`config.mk`:
```
export PLATFORM = sky130hd
export DESIGN_NAME = f1_start_ctrl
export DESIGN_NICKNAME = d
export VERILOG_FILES = /design/src/rtl/f1_start_ctrl.sv
export SDC_FILE = /design/constraint.sdc
export NUM_CORES = 1
export LEC_CHECK = 0
export ABC_AREA = 1
export CELL_PAD_IN_SITES_DETAIL_PLACEMENT = 1
export CELL_PAD_IN_SITES_GLOBAL_PLACEMENT = 1
export CORE_UTILIZATION = 40
export DETAILED_ROUTE_END_ITERATION = 12
export PLACE_DENSITY = 0.89
export SLEW_MARGIN = 40
export SYNTH_ARGS = -nofsm -noshare
export SYNTH_HDL_FRONTEND = slang
export SYNTH_SLANG_ARGS = --single-unit
```
`constraint.sdc`:
```
create_clock -name clk -period 2.1 [get_ports clk]
set_input_delay 0.315 -clock clk [delete_from_list [all_inputs] [get_ports clk]]
set_output_delay 0.315 -clock clk [all_outputs]
set_load 0.02 [all_outputs]
```
`src/rtl/f1_start_ctrl.sv`:
```
// ---------------------------------------------------------------------------
// f1_start_ctrl
//
// Race-start sequencer for the F1 light gantry. On a trigger it builds the
// eight lights one per tick, holds them all on for a pseudo-random number of
// ticks (1..127), then switches them off and times the driver's reaction in
// clk cycles. Pressing react before lights out is a false start.
//
// Ports
//   clk          system clock, single clock domain
//   rst          synchronous active-high reset
//   N            tick period minus one (one tick every N+1 cycles)
//   trigger      start request, only honoured in IDLE
//   react        driver button, level sensitive
//   data_out     light bar, bit i drives light i
//   busy         high whenever the sequencer is not IDLE
//   time_valid   one-cycle pulse when react_time is updated
//   react_time   last measured reaction time in clk cycles (saturating)
//   false_start  react seen before lights out; held until the next trigger
//
// All outputs are registered: the comb process computes next values for
// every register, the sequential process only stores them.
//
// state | meaning
// ------+--------------------------------------------------------------
// IDLE  | lights off, waiting for trigger
// BUILD | one more light on per tick until all eight are lit
// HOLD  | all lights on, counting down the random hold delay in ticks
// GO    | lights out, reaction counter running until react
// ---------------------------------------------------------------------------
module f1_start_ctrl #(
   parameter int N_WIDTH    = 16,
   parameter int TIME_WIDTH = 16
) (
   input  logic                  clk,
   input  logic                  rst,
   input  logic [N_WIDTH-1:0]    N,
   input  logic                  trigger,
   input  logic                  react,
   output logic [7:0]            data_out,
   output logic                  busy,
   output logic                  time_valid,
   output logic [TIME_WIDTH-1:0] react_time,
   output logic                  false_start
);

   typedef enum logic [1:0] {
      IDLE  = 2'd0,
      BUILD = 2'd1,
      HOLD  = 2'd2,
      GO    = 2'd3
   } state_t;

   localparam logic [N_WIDTH-1:0]    PRESC_ONE = N_WIDTH'(1);
   localparam logic [TIME_WIDTH-1:0] RCNT_ONE  = TIME_WIDTH'(1);
   localparam logic [6:0]            LFSR_SEED = 7'h01;

   state_t                state, state_nxt;
   logic [N_WIDTH-1:0]    presc, presc_nxt;
   logic [6:0]            delay, delay_nxt;
   logic [6:0]            lfsr;
   logic [TIME_WIDTH-1:0] rcnt, rcnt_nxt;
   logic [7:0]            data_nxt;
   logic                  busy_nxt;
   logic                  tv_nxt;
   logic                  fs_nxt;
   logic [TIME_WIDTH-1:0] rt_nxt;
   logic                  tick;
   logic [N_WIDTH-1:0]    presc_run;

   // Terminal count of the tick prescaler. N is picked up only at reload,
   // so a new period starts cleanly on the next tick.
   assign tick      = (presc == '0);
   assign presc_run = tick ? N : (presc - PRESC_ONE);

   always_comb begin
      state_nxt = state;
      presc_nxt = presc;
      delay_nxt = delay;
      rcnt_nxt  = rcnt;
      data_nxt  = data_out;
      tv_nxt    = 1'b0;
      fs_nxt    = false_start;
      rt_nxt    = react_time;

      unique case (state)
         IDLE: begin
            data_nxt = '0;
            // trigger takes priority over react here; react is ignored
            if (trigger) begin
               state_nxt = BUILD;
               presc_nxt = N;
               fs_nxt    = 1'b0;
            end
         end

         BUILD: begin
            if (react) begin
               fs_nxt    = 1'b1;
               data_nxt  = '0;
               state_nxt = IDLE;
            end else begin
               presc_nxt = presc_run;
               if (tick) begin
                  data_nxt = {data_out[6:0], 1'b1};
                  // this tick lights the eighth lamp
                  if (data_out == 8'h7F) begin
                     state_nxt = HOLD;
                     delay_nxt = lfsr;
                  end
               end
            end
         end

         HOLD: begin
            // react on the final hold tick is still a false start
            if (react) begin
               fs_nxt    = 1'b1;
               data_nxt  = '0;
               state_nxt = IDLE;
            end else begin
               presc_nxt = presc_run;
               if (tick) begin
                  if (delay == 7'd1) begin
                     state_nxt = GO;
                     data_nxt  = '0;
                     rcnt_nxt  = '0;
                  end else begin
                     delay_nxt = delay - 7'd1;
                  end
               end
            end
         end

         GO: begin
            data_nxt = '0;
            if (react) begin
               rt_nxt    = rcnt;
               tv_nxt    = 1'b1;
               state_nxt = IDLE;
            end else if (rcnt != '1) begin
               rcnt_nxt = rcnt + RCNT_ONE;
            end
         end

         default: begin
            state_nxt = IDLE;
            data_nxt  = '0;
         end
      endcase

      busy_nxt = (state_nxt != IDLE);
   end

   always_ff @(posedge clk) begin
      if (rst) begin
         state       <= IDLE;
         presc       <= '0;
         delay       <= '0;
         lfsr        <= LFSR_SEED;
         rcnt        <= '0;
         data_out    <= '0;
         busy        <= 1'b0;
         time_valid  <= 1'b0;
         react_time  <= '0;
         false_start <= 1'b0;
      end else begin
         state       <= state_nxt;
         presc       <= presc_nxt;
         delay       <= delay_nxt;
         // x^7 + x^6 + 1, free running so the hold delay depends on when
         // the trigger arrives; a maximal-length sequence never hits zero
         lfsr        <= {lfsr[5:0], lfsr[6] ^ lfsr[5]};
         rcnt        <= rcnt_nxt;
         data_out    <= data_nxt;
         busy        <= busy_nxt;
         time_valid  <= tv_nxt;
         react_time  <= rt_nxt;
         false_start <= fs_nxt;
      end
   end

endmodule
```
==> run_results.csv <==
group,metric,value,unit
die,dieArea,10700,µm²
placed_design,port_buffers,46,
synthesis,synth.ff_latch_count,75,
synthesis,net_count_after_synthesis,663,
routing,remaining_drc_errors,0,
global_routing,grt_pass1_wl,18900,µm
pwr,vdd_ir_drop_max,0.000254,V
pwr,p_clk_share,31.9,%
synthesis,fraction_of_synthesis_flops_using_an_asynchronous_set_or_reset_pin,0,%
timing,worst_pin_slew,626,ps
pwr,comb_power_share,21.1,%
die,die_width,103,µm
clock_network,clockRootBuffer,"clkbuf_8",
synthesis,yosys_warnings,0,
synthesis,synth_top_area_share,36.6,%
synthesis,postSynth.topFlopCell,"dfxtp_1",
routing,vias_per_cell,5.01,
synthesis,synth.most_common_cell,"nand2_1",
global_routing,via_count_of_the_first_global_routing_pass,4058,
synthesis,synthDominantAreaCellType,"dfxtp_1",
setup_path,crit_required,2330,ps
clock_network,ctsHtreeMaxLevel,3,
synthesis,synth_edf_count,0,
timing,relSlewSlack,58.0,%
setup_path,endpoint_kind,"register",
pwr,p_total,3.28,mW
clock_network,cts_tree,"done",
routing,detail_route.first_pass.iterations,4,
die,io-pin-count,47,
pwr,pwr-share-seq,47.0,%
synthesis,synth_sequential_area_ratio,36.6,%
setup_path,arrival,2170,ps
synthesis,post_synth_most_frequent_cells,"nand2_1 (166), nor2_1 (96), dfxtp_1 (75), inv_1 (74), a21oi_1 (69)",
hold_path,type_of_the_worst_min_delay_path,"in -> reg",
cells_and_area,num_antenna_cells,0,
cells_and_area,number_of_standard_cells_in_the_final_layout_excluding_fillers,821,
synthesis,syn-cell-area,4110,µm²
synthesis,synth_top_cells_by_area,"dfxtp_1 (37%), nand2_1 (15%), nor2_1 (8.8%), a21oi_1 (8.4%), inv_1 (6.8%)",
timing,achievable-frequency,0.516,GHz
clock_network,worst_setup_hold_path_clk_slew,90,ps
setup_path,crit_path_max_fanout,15,
synthesis,synth_cell_types,28,
placed_design,placer_congestion_estimate,0.826,
synthesis,synthesis.area_per_instance,6.49,µm²
setup_path,setup.worst_path.class,"reg -> reg",
timing,grt_setup_unrepaired,"yes",
routing,dr.first_iter.drc_count,143,
clock_network,cts-buffers-inserted,9,
timing,timing.final.crit_share,92.3,%
cells_and_area,fillerInstances,1349,
routing,avgRoutedWirePerCell,14.1,µm
global_routing,pin_count_of_the_biggest_net_entering_global_routing,50,
timing,setup-violations-final,0,
timing,slew_violations,0,
routing,route.antenna.remaining_nets,0,
pwr,p_per_area,666,nW/µm²
placed_design,dp.cells,804,
clock_network,clkLatencyLatePin,360,ps
pwr,total_switching_power,1.09,mW
clock_network,clock_sinks,75,
global_routing,grt-ovfl-total,0,
placed_design,dp_hpwl,8380,µm
setup_path,timing.critical_path.from_type,"register",
die,fp-row-count,36,
clock_network,number_of_buffers_between_clock_root_and_the_deepest_sink,2,
cells_and_area,drive_gt1_share,6.69,%
die,placeable_core_region,9860,µm²
die,die-height,103,µm
timing,timing_hold_violations_final,0,
cells_and_area,final_nets,713,
routing,routed_vias,4117,
timing,setup_clock_skew_after_layout,13.2,ps
global_routing,grtUsageTotal,22.9,%
synthesis,post_synth_inst_count,633,
routing,total_length_of_routed_wires,11600,µm
cells_and_area,layout-area-overhead-vs-synth,19.9,%
pwr,power.leakage,2.04,nW
timing,min_cycle_time_layout,1940,ps
pwr,p_int,2.19,mW
die,floorplan.initialDensity,41.6,%
clock_network,post_cts_hold_buffer_count,0,
pwr,netSwitchingFraction,33.2,%
run_status,run_status,"completed",
global_routing,grt_antenna_before_repair,0,
job,timing.max_cap.violations,0,
## metrics by stage
| stage | worst slack, ps | utilization [%] | hold WS (ps) | TNS, ps | cell area [µm²] |
|---|---|---|---|---|---|
| floorplan | 437 | - | 403 | 0 | 4110 |
| finish | 162 | 49.9 | 424 | 0 | 4920 |
| CTS | 94.9 | 49.7 | 429 | 0 | 4900 |
| global route | -21.0 | 49.9 | 443 | -23.1 | 4920 |
| detailed placement | -73.1 | 47.9 | 432 | -419 | 4730 |
| global placement | 55.6 | 47.9 | 418 | 0 | 4730 |
## worst max-delay path, stage by stage, from the launching register on
cell     delay (ps)
dfxtp_1         340
inv_1           140
ha_1            180
nand2_1          90
nor2_4          190
nand2_4          90
o21ai_4         200
nand3_2         320
nand2_1         180
a21oi_1          70
## placed cells by master (no fill, tap or decap), drive strengths merged, types with 14 or more instances in the layout
cell type and n:
nand2 170, nor2 103, dfxtp 75, inv 75, a21oi 69, clkdlybuf4s50 45, o21ai 42, nand3 32
buf 15, xor2 14
## power by group through the flow
stage / combinational [mW] / clock, mW / sequential, mW
2_1_floorplan: 0.483 / 0 / 1.56
3_3_place_gp: 0.647 / 0 / 1.57
3_5_place_dp: 0.683 / 0 / 1.57
4_1_cts: 0.694 / 1.07 / 1.54
5_1_grt: 0.775 / 1.12 / 1.55
6_report: 0.692 / 1.05 / 1.54
## final timing paths
check	from	end	slack, ps	cells past startpoint
hold reg to reg	lfsr[0]	lfsr[1]	440	2
setup / recovery	presc[0]	rcnt[7]	160	9
setup reg to reg	presc[0]	rcnt[7]	160	9
hold / removal	rst	delay[2]	420	4
## state kept, by name, indices dropped and copies added, names as in the netlist
register / count
delay: 7
data_out: 8
lfsr: 7
presc: 16
busy: 1
rcnt: 16
state: 2
react_time: 16
false_start: 1
time_valid: 1
## layout make-up
type	count	area (µm²)	share of cell area (%)
clock inverters	6	40.0	0.813
flip-flops and latches	75	1500	30.5
inverters	76	285	5.79
clock buffers	10	138	2.80
well taps	133	166	3.38
repair buffers	60	586	11.9
multi-input cells	461	2210	44.8
## repair_timing
item	CTS	global route
endpoints found under the setup margin	0	10
setup buffers	0	1
resized for setup	0	0
## routing by layer
layer  global-route usage [%]  wire length [µm]  up-vias
met2                     40.5              5710       52
met4                     9.21               184        0
met3                     2.69               289       14
met1                     28.4              5400     1955
li1                         -                 -     2096
met5                        0                 0        -
## logic make-up (layout without fill, tap and decap cells)
| family | after synthesis | count (layout) | share of synthesized area [%] |
|---|---|---|---|
| AND/OR/NAND/NOR | 321 | 321 | 33.0 |
| flip-flops | 75 | 75 | 36.6 |
| adder cells (fa/ha/maj) | 10 | 10 | 3.05 |
| buffers and inverters | 97 | 152 | 9.69 |
| AO/OA/AOI/OAI | 114 | 114 | 14.3 |
| XOR/XNOR | 16 | 16 | 3.41 |
(Power assumes the default switching activity.)
